**src/rtl/rv_pkg.sv**
```systemverilog
// Shared RV32I decode constants: ALU operation codes, opcodes, funct fields
// and the control bundle that travels from ID into the ID/EX register.
package rv_pkg;

    localparam logic [3:0] ALU_ADD = 4'b0000;
    localparam logic [3:0] ALU_SUB = 4'b0001;
    localparam logic [3:0] ALU_AND = 4'b0010;
    localparam logic [3:0] ALU_OR  = 4'b0011;
    localparam logic [3:0] ALU_XOR = 4'b0100;
    localparam logic [3:0] ALU_SLT = 4'b0101;

    localparam logic [6:0] OP_R      = 7'b0110011;
    localparam logic [6:0] OP_I      = 7'b0010011;
    localparam logic [6:0] OP_LOAD   = 7'b0000011;
    localparam logic [6:0] OP_STORE  = 7'b0100011;
    localparam logic [6:0] OP_BRANCH = 7'b1100011;

    localparam logic [2:0] F3_ADD = 3'b000;
    localparam logic [2:0] F3_SLT = 3'b010;
    localparam logic [2:0] F3_XOR = 3'b100;
    localparam logic [2:0] F3_OR  = 3'b110;
    localparam logic [2:0] F3_AND = 3'b111;
    localparam logic [2:0] F3_LW  = 3'b010;
    localparam logic [2:0] F3_SW  = 3'b010;
    localparam logic [2:0] F3_BEQ = 3'b000;
    localparam logic [2:0] F3_BNE = 3'b001;

    localparam logic [6:0] F7_BASE = 7'b0000000;
    localparam logic [6:0] F7_SUB  = 7'b0100000;

    typedef struct packed {
        logic [3:0] alu_control;
        logic       alu_src_imm;
        logic       reg_write;
        logic       mem_read;
        logic       mem_write;
        logic       branch;
        logic       branch_ne;
    } ctrl_t;

    typedef struct packed {
        logic       vld;
        ctrl_t      ctrl;
        logic [4:0] rs1;
        logic [4:0] rs2;
        logic [4:0] rd;
    } stage_t;

    // Maps the arithmetic/logic funct3 values shared by R and I formats.
    function automatic logic [3:0] alu_from_f3(input logic [2:0] f3);
        case (f3)
            F3_AND:  return ALU_AND;
            F3_OR:   return ALU_OR;
            F3_XOR:  return ALU_XOR;
            F3_SLT:  return ALU_SLT;
            default: return ALU_ADD;
        endcase
    endfunction

    function automatic logic f3_is_alu(input logic [2:0] f3);
        return (f3 == F3_ADD) || (f3 == F3_AND) || (f3 == F3_OR) ||
               (f3 == F3_XOR) || (f3 == F3_SLT);
    endfunction

endpackage

```
**src/rtl/alu_ctrl_decoder.sv**
```systemverilog
// Combinational RV32I subset decoder: instruction word to ALU control bundle,
// sign-extended immediate, rs2-usage flag and illegal-encoding flag.
module alu_ctrl_decoder
    import rv_pkg::*;
#(
    parameter int XLEN = 32
) (
    input  logic                   [31:0]     instr,
    output ctrl_t                             ctrl,
    output logic signed            [XLEN-1:0] imm,
    output logic                              uses_rs2,
    output logic                              illegal
);

    logic [6:0] opcode;
    logic [2:0] f3;
    logic [6:0] f7;
    logic signed [XLEN-1:0] imm_i, imm_s, imm_b;

    assign opcode = instr[6:0];
    assign f3     = instr[14:12];
    assign f7     = instr[31:25];

    assign imm_i = {{(XLEN-12){instr[31]}}, instr[31:20]};
    assign imm_s = {{(XLEN-12){instr[31]}}, instr[31:25], instr[11:7]};
    assign imm_b = {{(XLEN-13){instr[31]}}, instr[31], instr[7], instr[30:25],
                    instr[11:8], 1'b0};

    always_comb begin
        ctrl     = '0;
        imm      = '0;
        uses_rs2 = 1'b0;
        illegal  = 1'b0;
        case (opcode)
            OP_R: begin
                uses_rs2       = 1'b1;
                ctrl.reg_write = 1'b1;
                if (!f3_is_alu(f3)) begin
                    illegal = 1'b1;
                end else if (f3 == F3_ADD && f7 == F7_SUB) begin
                    ctrl.alu_control = ALU_SUB;
                end else if (f7 == F7_BASE) begin
                    ctrl.alu_control = alu_from_f3(f3);
                end else begin
                    illegal = 1'b1;
                end
            end
            OP_I: begin
                illegal          = !f3_is_alu(f3);
                ctrl.alu_control = alu_from_f3(f3);
                ctrl.alu_src_imm = 1'b1;
                ctrl.reg_write   = 1'b1;
                imm              = imm_i;
            end
            OP_LOAD: begin
                illegal          = (f3 != F3_LW);
                ctrl.alu_src_imm = 1'b1;
                ctrl.mem_read    = 1'b1;
                ctrl.reg_write   = 1'b1;
                imm              = imm_i;
            end
            OP_STORE: begin
                illegal          = (f3 != F3_SW);
                uses_rs2         = 1'b1;
                ctrl.alu_src_imm = 1'b1;
                ctrl.mem_write   = 1'b1;
                imm              = imm_s;
            end
            OP_BRANCH: begin
                illegal          = (f3 != F3_BEQ) && (f3 != F3_BNE);
                uses_rs2         = 1'b1;
                ctrl.alu_control = ALU_SUB;
                ctrl.branch      = 1'b1;
                ctrl.branch_ne   = f3[0];
                imm              = imm_b;
            end
            default: illegal = 1'b1;
        endcase
        // Illegal encodings collapse to an ADD with every side effect disabled.
        if (illegal) begin
            ctrl     = '0;
            imm      = '0;
            uses_rs2 = 1'b0;
        end
    end

endmodule

```
**src/rtl/alu_decode_stage.sv**
```systemverilog
// ID/EX stage: decode, load-use hazard stall, valid/ready handshake and flush.
// Optional macro ILLEGAL_INSN_EN turns illegal encodings into bubbles with a pulse.
module alu_decode_stage
    import rv_pkg::*;
#(
    parameter int XLEN = 32
) (
    input  logic                   clk,
    input  logic                   rst_n,
    input  logic                   id_valid,
    input  logic [31:0]            id_instr,
    output logic                   id_ready,
    input  logic                   ex_ready,
    input  logic                   flush,
    output logic                   ex_valid,
    output logic [3:0]             ex_alu_control,
    output logic                   ex_alu_src_imm,
    output logic signed [XLEN-1:0] ex_imm,
    output logic [4:0]             ex_rs1,
    output logic [4:0]             ex_rs2,
    output logic [4:0]             ex_rd,
    output logic                   ex_reg_write,
    output logic                   ex_mem_read,
    output logic                   ex_mem_write,
    output logic                   ex_branch,
    output logic                   ex_branch_ne,
    output logic                   illegal
);

    ctrl_t                  dec_ctrl;
    logic signed [XLEN-1:0] dec_imm;
    logic                   dec_uses_rs2;
    logic                   dec_illegal;

    logic [4:0] rs1, rs2, rd;
    logic       hz, hold, accept, load_bubble;

    stage_t                 st_p1, st_nxt;
    logic signed [XLEN-1:0] imm_p1, imm_nxt;

    alu_ctrl_decoder #(.XLEN(XLEN)) u_dec (
        .instr    (id_instr),
        .ctrl     (dec_ctrl),
        .imm      (dec_imm),
        .uses_rs2 (dec_uses_rs2),
        .illegal  (dec_illegal)
    );

    assign rs1 = id_instr[19:15];
    assign rs2 = id_instr[24:20];
    assign rd  = id_instr[11:7];

    // Load in EX whose result the incoming instruction needs next cycle.
    assign hz = st_p1.vld && st_p1.ctrl.mem_read && (st_p1.rd != 5'd0) &&
                ((st_p1.rd == rs1) || (dec_uses_rs2 && (st_p1.rd == rs2)));

    assign hold     = st_p1.vld && !ex_ready;
    assign id_ready = (!st_p1.vld || ex_ready) && !hz;
    assign accept   = id_valid && id_ready;

`ifdef ILLEGAL_INSN_EN
    assign load_bubble = dec_illegal;
`else
    assign load_bubble = 1'b0;
    logic unused_illegal;
    assign unused_illegal = dec_illegal;
`endif

    // Anything that is not a fresh legal accept becomes a fully zeroed bubble.
    always_comb begin
        st_nxt  = '0;
        imm_nxt = '0;
        if (!flush && accept && !load_bubble) begin
            st_nxt.vld  = 1'b1;
            st_nxt.ctrl = dec_ctrl;
            st_nxt.rs1  = rs1;
            st_nxt.rs2  = rs2;
            st_nxt.rd   = dec_ctrl.reg_write ? rd : 5'd0;
            imm_nxt     = dec_imm;
        end
    end

    // ---- ID/EX register (p1) ----
    always_ff @(posedge clk or negedge rst_n) begin
        if (!rst_n) begin
            st_p1  <= '0;
            imm_p1 <= '0;
        end else if (flush || !hold) begin
            st_p1  <= st_nxt;
            imm_p1 <= imm_nxt;
        end
    end

`ifdef ILLEGAL_INSN_EN
    logic illegal_p1;
    always_ff @(posedge clk or negedge rst_n) begin
        if (!rst_n) begin
            illegal_p1 <= 1'b0;
        end else begin
            illegal_p1 <= accept && dec_illegal && !flush;
        end
    end
    assign illegal = illegal_p1;
`else
    assign illegal = 1'b0;
`endif

    assign ex_valid       = st_p1.vld;
    assign ex_alu_control = st_p1.ctrl.alu_control;
    assign ex_alu_src_imm = st_p1.ctrl.alu_src_imm;
    assign ex_reg_write   = st_p1.ctrl.reg_write;
    assign ex_mem_read    = st_p1.ctrl.mem_read;
    assign ex_mem_write   = st_p1.ctrl.mem_write;
    assign ex_branch      = st_p1.ctrl.branch;
    assign ex_branch_ne   = st_p1.ctrl.branch_ne;
    assign ex_rs1         = st_p1.rs1;
    assign ex_rs2         = st_p1.rs2;
    assign ex_rd          = st_p1.rd;
    assign ex_imm         = imm_p1;

endmodule

```
**config.mk**
```make
export PLATFORM = sky130hd
export DESIGN_NAME = alu_decode_stage
export DESIGN_NICKNAME = d
export VERILOG_FILES = /design/src/rtl/rv_pkg.sv /design/src/rtl/alu_ctrl_decoder.sv /design/src/rtl/alu_decode_stage.sv
export SDC_FILE = /design/constraint.sdc
export NUM_CORES = 1
export LEC_CHECK = 0
export CAP_MARGIN = 10
export CORE_MARGIN = 3
export CORE_UTILIZATION = 49
export CTS_CLUSTER_SIZE = 40
export DETAILED_ROUTE_END_ITERATION = 10
export HOLD_SLACK_MARGIN = 0.03
export PLACE_DENSITY = 0.81
export SYNTH_ARGS = -nofsm -noshare
export SYNTH_HDL_FRONTEND = slang
export SYNTH_HIERARCHICAL = 1
export SYNTH_SLANG_ARGS = --single-unit
```
**constraint.sdc**
```tcl
create_clock -name clk -period 3.65 [get_ports clk]
set_input_delay 0.5475 -clock clk [delete_from_list [all_inputs] [get_ports clk]]
set_output_delay 0.5475 -clock clk [all_outputs]
set_load 0.02 [all_outputs]
```
==> summary.md, run 1 <==
| Metric | Value |
|---|---|
| Setup repair after global routing missed its margin | false |
| Hold-fix buffer count after cts | 0 |
| GR Util All Layers | 24.2% |
| Crit path max-delay cell type | sky130_fd_sc_hd__or4_4 |
| Number of remaining DRC errors | 0 |
| Length in cells of the worst reg-to-reg path | 5 |
| Top fanout value on the critical path | 2 |
| Via-per-instance ratio | 5.90 |
| Post-DP HPWL | 6360 um |
| Critical path capture point type | output port |
| CP Launch Type | input port |
| Number of diodes | 0 |
| Finished Cell Area | 4590 um2 |
| Flops & latches, synth | 58 |
| Top Family by Delay on Critical Path | simple AND/OR/NAND/NOR gates |
| PD cells | 321 nW/um2 |
| Post-DRT Antenna Nets | 0 |
| Initial Utilization | between 50% and 60% |
| Placed standard-cell area | 4390 um2 |
| Max transition margin | 56.7% |
| Net count after synthesis | 423 |
| FILL cells | 529 |
| Syn Area/Cell | around 8.9 um2 |
| Wire length after detailed routing | just under 10000 um |
| Most common cell after layout, fill and taps aside | sky130_fd_sc_hd__clkdlybuf4s50_1 |
| Antenna violations before repair | 0 |
| Required @ worst endpoint | 3.10 ns |
| # clock sinks | 58 |
| Area taken by flip-flops and latches | 1450 um2 |
| Worst setup path category | input port to output port |
| Routed wirelength normalized by instance count | around 17 um |
| Worst Setup EP | id_ready |
| Synth warn | 6 |
| Final critical-path share of the clock period | 96.4% |
| Largest net degree at the start of global routing | 91 |
| Highest clock frequency the design can meet | 284 MHz |
| Number of buffers inserted during clock tree synthesis | 9 |
| Core region area | 6570 um2 |
| Source of the worst register-to-register timing path | ex_rd[1]$_DFFE_PN0P_ |
| Layout-stage area growth over the synthesis result | 33.3% |
| Number of input and output port buffers inserted | 95 |
| Worst path max stage delay | 0.53 ns |
| Via count of the first global-routing pass | 3100 |
| DR iter-0 viols | 284 |
| Cell-by-cell trace of the critical path | clkdlybuf4s50_1, or4_4, or3_4, a311oi_4, and3_1, nand2_1, o22ai_4, a21oi_1, dlygate4sd2_1 |
| WHS | around 0.19 ns |
| Number of max-slew violations in the final report | 0 |
| Gp weighted congestion | 0.888 |
| Maximum clock insertion buffer count | 2 |
| Post-route core utilization | 69.9% |
| Via count | 3260 |
| Skew final | 0.00749 ns |
| Insertion delay of the later-clocked pin in the worst-skew pair | roughly 0.34 ns |
| Fraction of final layout cells sized beyond drive strength 1 | 10.9% |
| Clk root buf | sky130_fd_sc_hd__clkbuf_8 |
| Number of max-cap violations | 0 |
| Final worst path period need | roughly 3.5 ns |
| Class of the tightest hold or removal check | input port to async pin |
| Number of endpoints failing setup at the final stage | 0 |
| Number of top-level pins | 97 |
| Final #Nets | 493 |
| Post-synthesis instance area | 3450 um2 |
| Worst vdd ir | 0.203 mV |
| Setup slack of the most critical reg-to-reg path | 1.44 ns |
| Die ar. | 8070 um2 |
| Startpoint of the most critical setup path | id_instr[28] |
| Placement Rows | 29 |
| Chip height | 89.9 um |
| Sequential element share of the synthesized area | 42.1% |
| Number of buffers and inverters on the critical path | 2 |
| Cell count after synthesis | 386 |
| CTS tree | done |
| Worst-margin pin slew | about 0.65 ns |
| Highest-count cells in the layout ignoring fill and taps | sky130_fd_sc_hd__clkdlybuf4s50_1, sky130_fd_sc_hd__nand2_1, sky130_fd_sc_hd__dfrtp_1 |
| Wire length of the first global-routing pass | 16000 um |
| Final hold violations | 0 |
| Arrival time at the worst endpoint | approximately 3 ns |
| P_leak | 0.00173 uW |
| Outcome | completed |
| Chip width | 89.9 um |
| CTS HTree Levels | 3 |
| Number of optimization iterations in the first detailed-route pass | 4 |
| Clock-pin slew on the worst setup and hold paths | 0.06 ns |
| Aggregate global routing overflow | 0 |
| Critical R2R Capture | ex_rs2[2]$_DFFE_PN0P_ |
| Distinct cell type count after synthesis | 45 |
| Area of combinational cells with multiple inputs | 1690 um2 |
| Setup tns final | 0 ns |
| Number of gates on the worst path with buffers counted | 9 |
==> sequential cells by signal, indices dropped and copies added, names as in the netlist <==
signal	cells
ex_rd	5
ex_valid	1
ex_rs1	5
ex_branch_ne	1
ex_reg_write	1
ex_alu_src_imm	1
ex_mem_read	1
ex_rs2	5
ex_mem_write	1
ex_alu_control	4
ex_imm	32
ex_branch	1
==> cell usage after synthesis <==
master / number / share of area, %
sky130_fd_sc_hd__nand2_1: 62 / 6.8
sky130_fd_sc_hd__dfrtp_1: 58 / 42
sky130_fd_sc_hd__a32oi_1: 57 / 14
sky130_fd_sc_hd__inv_4: 1 / 0.18
sky130_fd_sc_hd__a31oi_1: 1 / 0.18
sky130_fd_sc_hd__nand3b_1: 1 / 0.22
sky130_fd_sc_hd__a221oi_1: 1 / 0.25
sky130_fd_sc_hd__inv_1: 2 / 0.22
sky130_fd_sc_hd__nor2b_1: 8 / 1.5
sky130_fd_sc_hd__or2_2: 1 / 0.18
sky130_fd_sc_hd__a21o_1: 1 / 0.22
sky130_fd_sc_hd__and2_1: 6 / 1.1
sky130_fd_sc_hd__or4bb_1: 1 / 0.33
sky130_fd_sc_hd__or4b_1: 1 / 0.29
sky130_fd_sc_hd__a311oi_4: 1 / 0.76
sky130_fd_sc_hd__buf_2: 8 / 1.2
sky130_fd_sc_hd__clkbuf_1: 24 / 2.6
sky130_fd_sc_hd__o31a_1: 1 / 0.25
sky130_fd_sc_hd__nor4b_1: 3 / 0.76
sky130_fd_sc_hd__a22oi_1: 5 / 1.1
sky130_fd_sc_hd__xnor2_1: 11 / 2.8
sky130_fd_sc_hd__o21ai_1: 1 / 0.15
sky130_fd_sc_hd__and3_1: 8 / 1.5
sky130_fd_sc_hd__buf_6: 3 / 0.98
sky130_fd_sc_hd__or3_4: 1 / 0.33
sky130_fd_sc_hd__nor3b_2: 1 / 0.36
sky130_fd_sc_hd__o21ai_0: 56 / 8.1
sky130_fd_sc_hd__buf_4: 21 / 4.6
sky130_fd_sc_hd__mux2_2: 1 / 0.33
sky130_fd_sc_hd__conb_1: 2 / 0.22
sky130_fd_sc_hd__a21bo_2: 1 / 0.29
sky130_fd_sc_hd__nor2_1: 15 / 1.6
sky130_fd_sc_hd__nand3_1: 2 / 0.29
sky130_fd_sc_hd__a21oi_1: 4 / 0.58
sky130_fd_sc_hd__nor3_2: 1 / 0.29
sky130_fd_sc_hd__nor3_1: 4 / 0.58
sky130_fd_sc_hd__or4_4: 1 / 0.33
sky130_fd_sc_hd__o22ai_1: 1 / 0.18
sky130_fd_sc_hd__or4_1: 1 / 0.22
sky130_fd_sc_hd__o211ai_2: 1 / 0.36
sky130_fd_sc_hd__buf_1: 1 / 0.11
sky130_fd_sc_hd__o211ai_1: 1 / 0.22
sky130_fd_sc_hd__nand2b_1: 2 / 0.36
sky130_fd_sc_hd__a21oi_2: 1 / 0.25
sky130_fd_sc_hd__nand4_1: 2 / 0.36
==> per-layer routing <==
| metal | global-route usage, % | vias up | routed length (um) |
|---|---|---|---|
| li1 | - | 1545 | - |
| met1 | 34.0 | 1579 | 4230 |
| met2 | 34.6 | 115 | 4460 |
| met3 | 6.43 | 21 | 680 |
| met4 | 11.5 | 0 | 251 |
| met5 | 0 | - | 0 |
==> how the worst min path moves through the flow <==
stage / startpoint / end / slack (ns) / cells past startpoint
floorplan: rst_n / ex_alu_control[0]$_DFFE_PN0P_ / 0.25 / 0
global placement: ex_alu_control[2]$_DFFE_PN0P_ / ex_alu_control[2]$_DFFE_PN0P_ / 0.47 / 2
global route: rst_n / ex_imm[23]$_DFFE_PN0P_ / 0.23 / 1
detailed placement: ex_imm[3]$_DFFE_PN0P_ / ex_imm[3]$_DFFE_PN0P_ / 0.48 / 2
CTS: rst_n / ex_imm[23]$_DFFE_PN0P_ / 0.21 / 1
finish: rst_n / ex_imm[23]$_DFFE_PN0P_ / 0.19 / 1
==> layout make-up <==
class / instances / area share, %
repair buffers: 116 / 24.3
well taps: 93 / 2.53
inverters: 3 / 0.300
clock inverters: 2 / 0.763
multi-input cells: 268 / 36.9
flip-flops and latches: 58 / 31.6
clock buffers: 13 / 3.68
==> through the flow <==
stage	total power [uW]	cells	setup slack, ns
final	1470	553	0.132
after CTS	1480	553	0.126
after global routing	1530	553	0.0453
after global placement	864	538	-0.0783
after detailed placement	867	538	-0.0790
after floorplan	758	386	0.215
==> cell families (layout without fill, tap and decap cells) <==
group / Yosys count / count (layout) / synth area share [%]
AO/OA/AOI/OAI: 133 / 133 / 27.4
flip-flops: 58 / 58 / 42.1
buffers and inverters: 60 / 134 / 9.84
other: 2 / 2 / 0.218
multiplexers: 1 / 1 / 0.327
AND/OR/NAND/NOR: 121 / 121 / 17.3
XOR/XNOR: 11 / 11 / 2.80
==> repair_timing <==
| action | 4_1_cts | 5_1_grt |
|---|---|---|
| gates resized for setup | 1 | 0 |
| endpoints found under the setup margin | 1 | 0 |
| buffers inserted | 0 | 0 |
==> power by group <==
group	total (uW)	switching [uW]	internal, uW
Combinational	196	108	87.9
Sequential	661	7.09	654
Clock	618	251	367
No activity file was read; power rests on OpenSTA's default activity.
==> inputs of run 2 (changes only) <==
--- a/config.mk
+++ b/config.mk
@@ -5,6 +5,7 @@
 export SDC_FILE = /design/constraint.sdc
 export NUM_CORES = 1
 export LEC_CHECK = 0
+export ABC_AREA = 1
 export CAP_MARGIN = 10
 export CORE_MARGIN = 3
 export CORE_UTILIZATION = 49
@@ -16,3 +17,4 @@
 export SYNTH_HDL_FRONTEND = slang
 export SYNTH_HIERARCHICAL = 1
 export SYNTH_SLANG_ARGS = --single-unit
+export TNS_END_PERCENT = 100
==> run 2 against run 1 <==
Sequential share of layout area up 1.1 points. Flip-flop and latch count did not move. Critical path depth increased by 7. Worst setup slack better by 0.31 ns. Hold slack better by 0.031 ns. Clock-buffer cell count fell by 1. Die area is 1.4% lower. Sequential power shrank 1%. Area after synthesis decreased by 1.5%. Largest cell class unchanged.
==> summary.md, run 2 <==
| Metric | Value |
|---|---|
| Outcome | completed |
| Skew final | 0.00729 ns |
| Core region area | 6530 um2 |
| Power share of the sequential group | between 40% and 50% |
| Clock group share of total power | 45.2% |
| Max transition margin | 57.4% |
| Post-synthesis compound-gate area fraction | 2.69% |
| Fraction of final layout cells sized beyond drive strength 1 | 8.97% |
| Sequential element share of the synthesized area | 42.8% |
| Hold-fix buffer count after cts | 0 |
| Number of input and output port buffers inserted | 95 |
| Number of flip-flops under the largest register name | 32 |
| Synthesized-area fraction occupied by adder cells | 0% |
| Most common cell after layout, fill and taps aside | sky130_fd_sc_hd__nand2_1 |
| Arrival time at the worst endpoint | 2.66 ns |
| Class of the tightest hold or removal check | input port to async pin |
| Largest net degree at the start of global routing | 61 |
| Top fanout value on the critical path | 4 |
| Fin cells | 623 |
| Final critical-path share of the clock period | slightly below 90% |
| Number of remaining DRC errors | 0 |
| Final #Nets | 578 |
| Cell type contributing the most total cell area after synthesis | sky130_fd_sc_hd__dfrtp_1 |
| Worst setup path category | input port to output port |
| Placement Rows | 29 |
| Number of optimization iterations in the first detailed-route pass | 5 |
| Routed wirelength normalized by instance count | 14.6 um |
| Post-synthesis async set-or-reset flop share | 100% |
| Highest clock frequency the design can meet | 311 MHz |
| Switching power total | around 360 uW |
| Post-DRT Antenna Nets | 0 |
| Worst Slack Setup Final | 0.438 ns |
| Most prevalent standard cell on the critical path | sky130_fd_sc_hd__nand2_1 |
| Wire length of the first global-routing pass | 14900 um |
| Number of placed cells counting well taps | 607 |
| Chip height | 89.2 um |
| Synth warn | 6 |
| Place WS | about 0.13 ns |
| Required @ worst endpoint | 3.10 ns |
| Maximum clock insertion buffer count | 2 |
| Flops & latches, synth | 58 |
| Aggregate global routing overflow | 0 |
| Wire length after detailed routing | 9110 um |
| Setup tns final | 0 ns |
| Gp weighted congestion | a little over 0.8 |
| Area of combinational cells with multiple inputs | ~1500 um2 |
| Count of flip-flops with a built-in enable after synthesis | 0 |
| GR Util All Layers | 24.0% |
| Via count of the first global-routing pass | between 3000 and 4000 |
| Insertion delay of the later-clocked pin in the worst-skew pair | about 0.33 ns |
| Worst vdd ir | approximately 0.27 mV |
| Number of max-slew violations in the final report | 0 |
| Fraction of the mapped netlist area in simple logic gates | 40.4% |
| Layout-stage area growth over the synthesis result | 30.9% |
| Dominant combinational cell family by area after synthesis | simple AND/OR/NAND/NOR gates |
| Cell count after synthesis | 473 |
| Chip width | slightly below 90 um |
| Placed standard-cell area | 4220 um2 |
| Worst-margin pin slew | 0.639 ns |
| Number of endpoints failing setup at the final stage | 0 |
| Initial Utilization | 52.0% |
| Crit path max-delay cell type | sky130_fd_sc_hd__clkdlybuf4s50_1 |
| Post-DP HPWL | 6160 um |
| FILL cells | 564 |
| Leading post-synthesis cells by cell area | sky130_fd_sc_hd__dfrtp_1, sky130_fd_sc_hd__nand2_1, sky130_fd_sc_hd__nand4_1 |
| Relative contribution of combinational cells to total power | between 10% and 20% |
| Clk root buf | sky130_fd_sc_hd__clkbuf_8 |
| CTS HTree Levels | 3 |
| Cell-by-cell trace of the critical path | clkdlybuf4s50_1, inv_2, nand2_1, nor2_1, nand2_1, nand2_1, nor2_1, nor2_4, nand2_4, nor2_1, nand2_1, nor2_1, nand3_1, nand2_1, a21boi_0, dlymetal6s2s_1 |
| XOR/XNOR share of the synthesized area | 0.258% |
| Area taken by flip-flops and latches | around 1500 um2 |
| Net count after synthesis | 510 |
| Syn Area/Cell | 7.17 um2 |
| Area share of the leading cell type in the synthesized netlist | 42.8% |
| Switching portion of total power | 24.6% |
| Worst path max stage delay | 0.49 ns |
| # clock sinks | 58 |
| Final worst path period need | 3.21 ns |
| Critical path capture point type | output port |
| CTS tree | done |
| Multiplexer area fraction after synthesis | 0% |
| Number of buffers inserted during clock tree synthesis | 9 |
| Number of diodes | 0 |
| Final total power | 1480 uW |
| Most used flip-flop cell after synthesis | sky130_fd_sc_hd__dfrtp_1 |
| Setup repair after global routing missed its margin | false |
| CP Launch Type | input port |
| PD cells | around 330 nW/um2 |
| Die ar. | 7960 um2 |
| Highest-count cells in the layout ignoring fill and taps | sky130_fd_sc_hd__nand2_1, sky130_fd_sc_hd__clkdlybuf4s50_1, sky130_fd_sc_hd__nand4_1, sky130_fd_sc_hd__dfrtp_1, sky130_fd_sc_hd__nor2_1 |
| Number of top-level pins | a little under 100 |
| Distinct cell type count after synthesis | 24 |
| Internal power | 1120 uW |
| Post-synthesis instance area | ~3400 um2 |
| Finished Cell Area | 4440 um2 |
| Via count | 3337 |
| P_leak | 0.00223 uW |
| Clock-pin slew on the worst setup and hold paths | 0.07 ns |
| Via-per-instance ratio | 5.36 |
| Antenna violations before repair | 0 |
| Final hold violations | 0 |
| Synth top cells by count | sky130_fd_sc_hd__nand2_1, sky130_fd_sc_hd__dfrtp_1, sky130_fd_sc_hd__nand4_1 |
| DR iter-0 viols | approximately 270 |
| Number of max-cap violations | 0 |
| Cell with the most instances after synthesis | sky130_fd_sc_hd__nand2_1 |
| Post CTS Setup Buffer Count | 0 |
## run 2: changes by cell type after synthesis, sizes merged, moves of 3 or more
| cell | before | now |
|---|---|---|
| a32oi | 57 | 0 |
| and2 | 6 | 0 |
| and3 | 8 | 0 |
| clkbuf | 24 | 12 |
| inv | 3 | 43 |
| nand2 | 62 | 181 |
| nand3 | 2 | 12 |
| nand4 | 2 | 58 |
| nor2 | 15 | 54 |
| nor2b | 8 | 0 |
| nor3 | 5 | 2 |
| nor4b | 3 | 0 |
| o21ai | 57 | 7 |
| xnor2 | 11 | 1 |
## run 2: per-stage QoR
stage | utilization, % | hold slack (ns)
floorplan | - | 0.252
global placement | 64.6 | 0.462
detailed placement | 64.6 | 0.465
CTS | 68.0 | 0.247
global route | 68.0 | 0.271
finish | 68.0 | 0.223
## run 2: area by class of cell
type | count | share of cell area [%]
inverter | 43 | 3.63
timing repair buffer | 104 | 22.9
tap | 77 | 2.17
clock buffer | 12 | 3.27
clock inverter | 4 | 1.69
multi-input combinational | 325 | 33.7
sequential | 58 | 32.7
## run 2: cell families after synthesis
family | Yosys count
buffers and inverters | 90
other | 2
DFF | 58
AOI/OAI and AO/OA | 15
xor gates and xnor gates | 1
and+or+nand+nor | 307
## run 2: worst paths after layout
kind / slack [ns] / depth (start not counted) / to / from
max: 0.44 / 16 / id_ready / id_instr[4]
min: 0.22 / 1 / ex_rs1[0]$_DFFE_PN0P_ / rst_n
max reg2reg: 1.73 / 6 / ex_imm[1]$_DFFE_PN0P_ / ex_valid$_DFFE_PN0P_
min reg2reg: 0.48 / 2 / ex_rs2[2]$_DFFE_PN0P_ / ex_rs2[2]$_DFFE_PN0P_
max in group asynchronous: 2.55 / 2 / ex_mem_read$_DFFE_PN0P_ / rst_n
min in group clk: 0.48 / 2 / ex_rs2[2]$_DFFE_PN0P_ / ex_rs2[2]$_DFFE_PN0P_
## run 2: layer usage
metal / vias to the layer above / routed length [um] / GRT usage, %
met3: 12 / 574 / 4.88
met4: 0 / 125 / 8.53
li1: 1622 / - / -
met2: 123 / 4470 / 40.6
met5: - / 0 / 0
met1: 1580 / 3940 / 30.5
## run 2: power by group through the flow
stage | combinational [uW] | clock [uW] | sequential (uW)
6_report | 159 | 669 | 653
5_1_grt | 173 | 706 | 653
4_1_cts | 159 | 676 | 653
3_5_place_dp | 158 | 0 | 665
3_3_place_gp | 155 | 0 | 665
2_1_floorplan | 61.2 | 0 | 673
## run 2: what timing repair did
item                                   4_1_cts  5_1_grt
endpoints found under the hold margin        0        0
resized for setup                            0        1
setup endpoints to repair                    0        1
## run 2: critical path, delay by kind of cell
| kind | cells | cell delay (ns) |
|---|---|---|
| AND/OR/NAND/NOR | 12 | 1.22 |
| buffers and inverters | 3 | 0.80 |
| AO/OA/AOI/OAI | 1 | 0.08 |
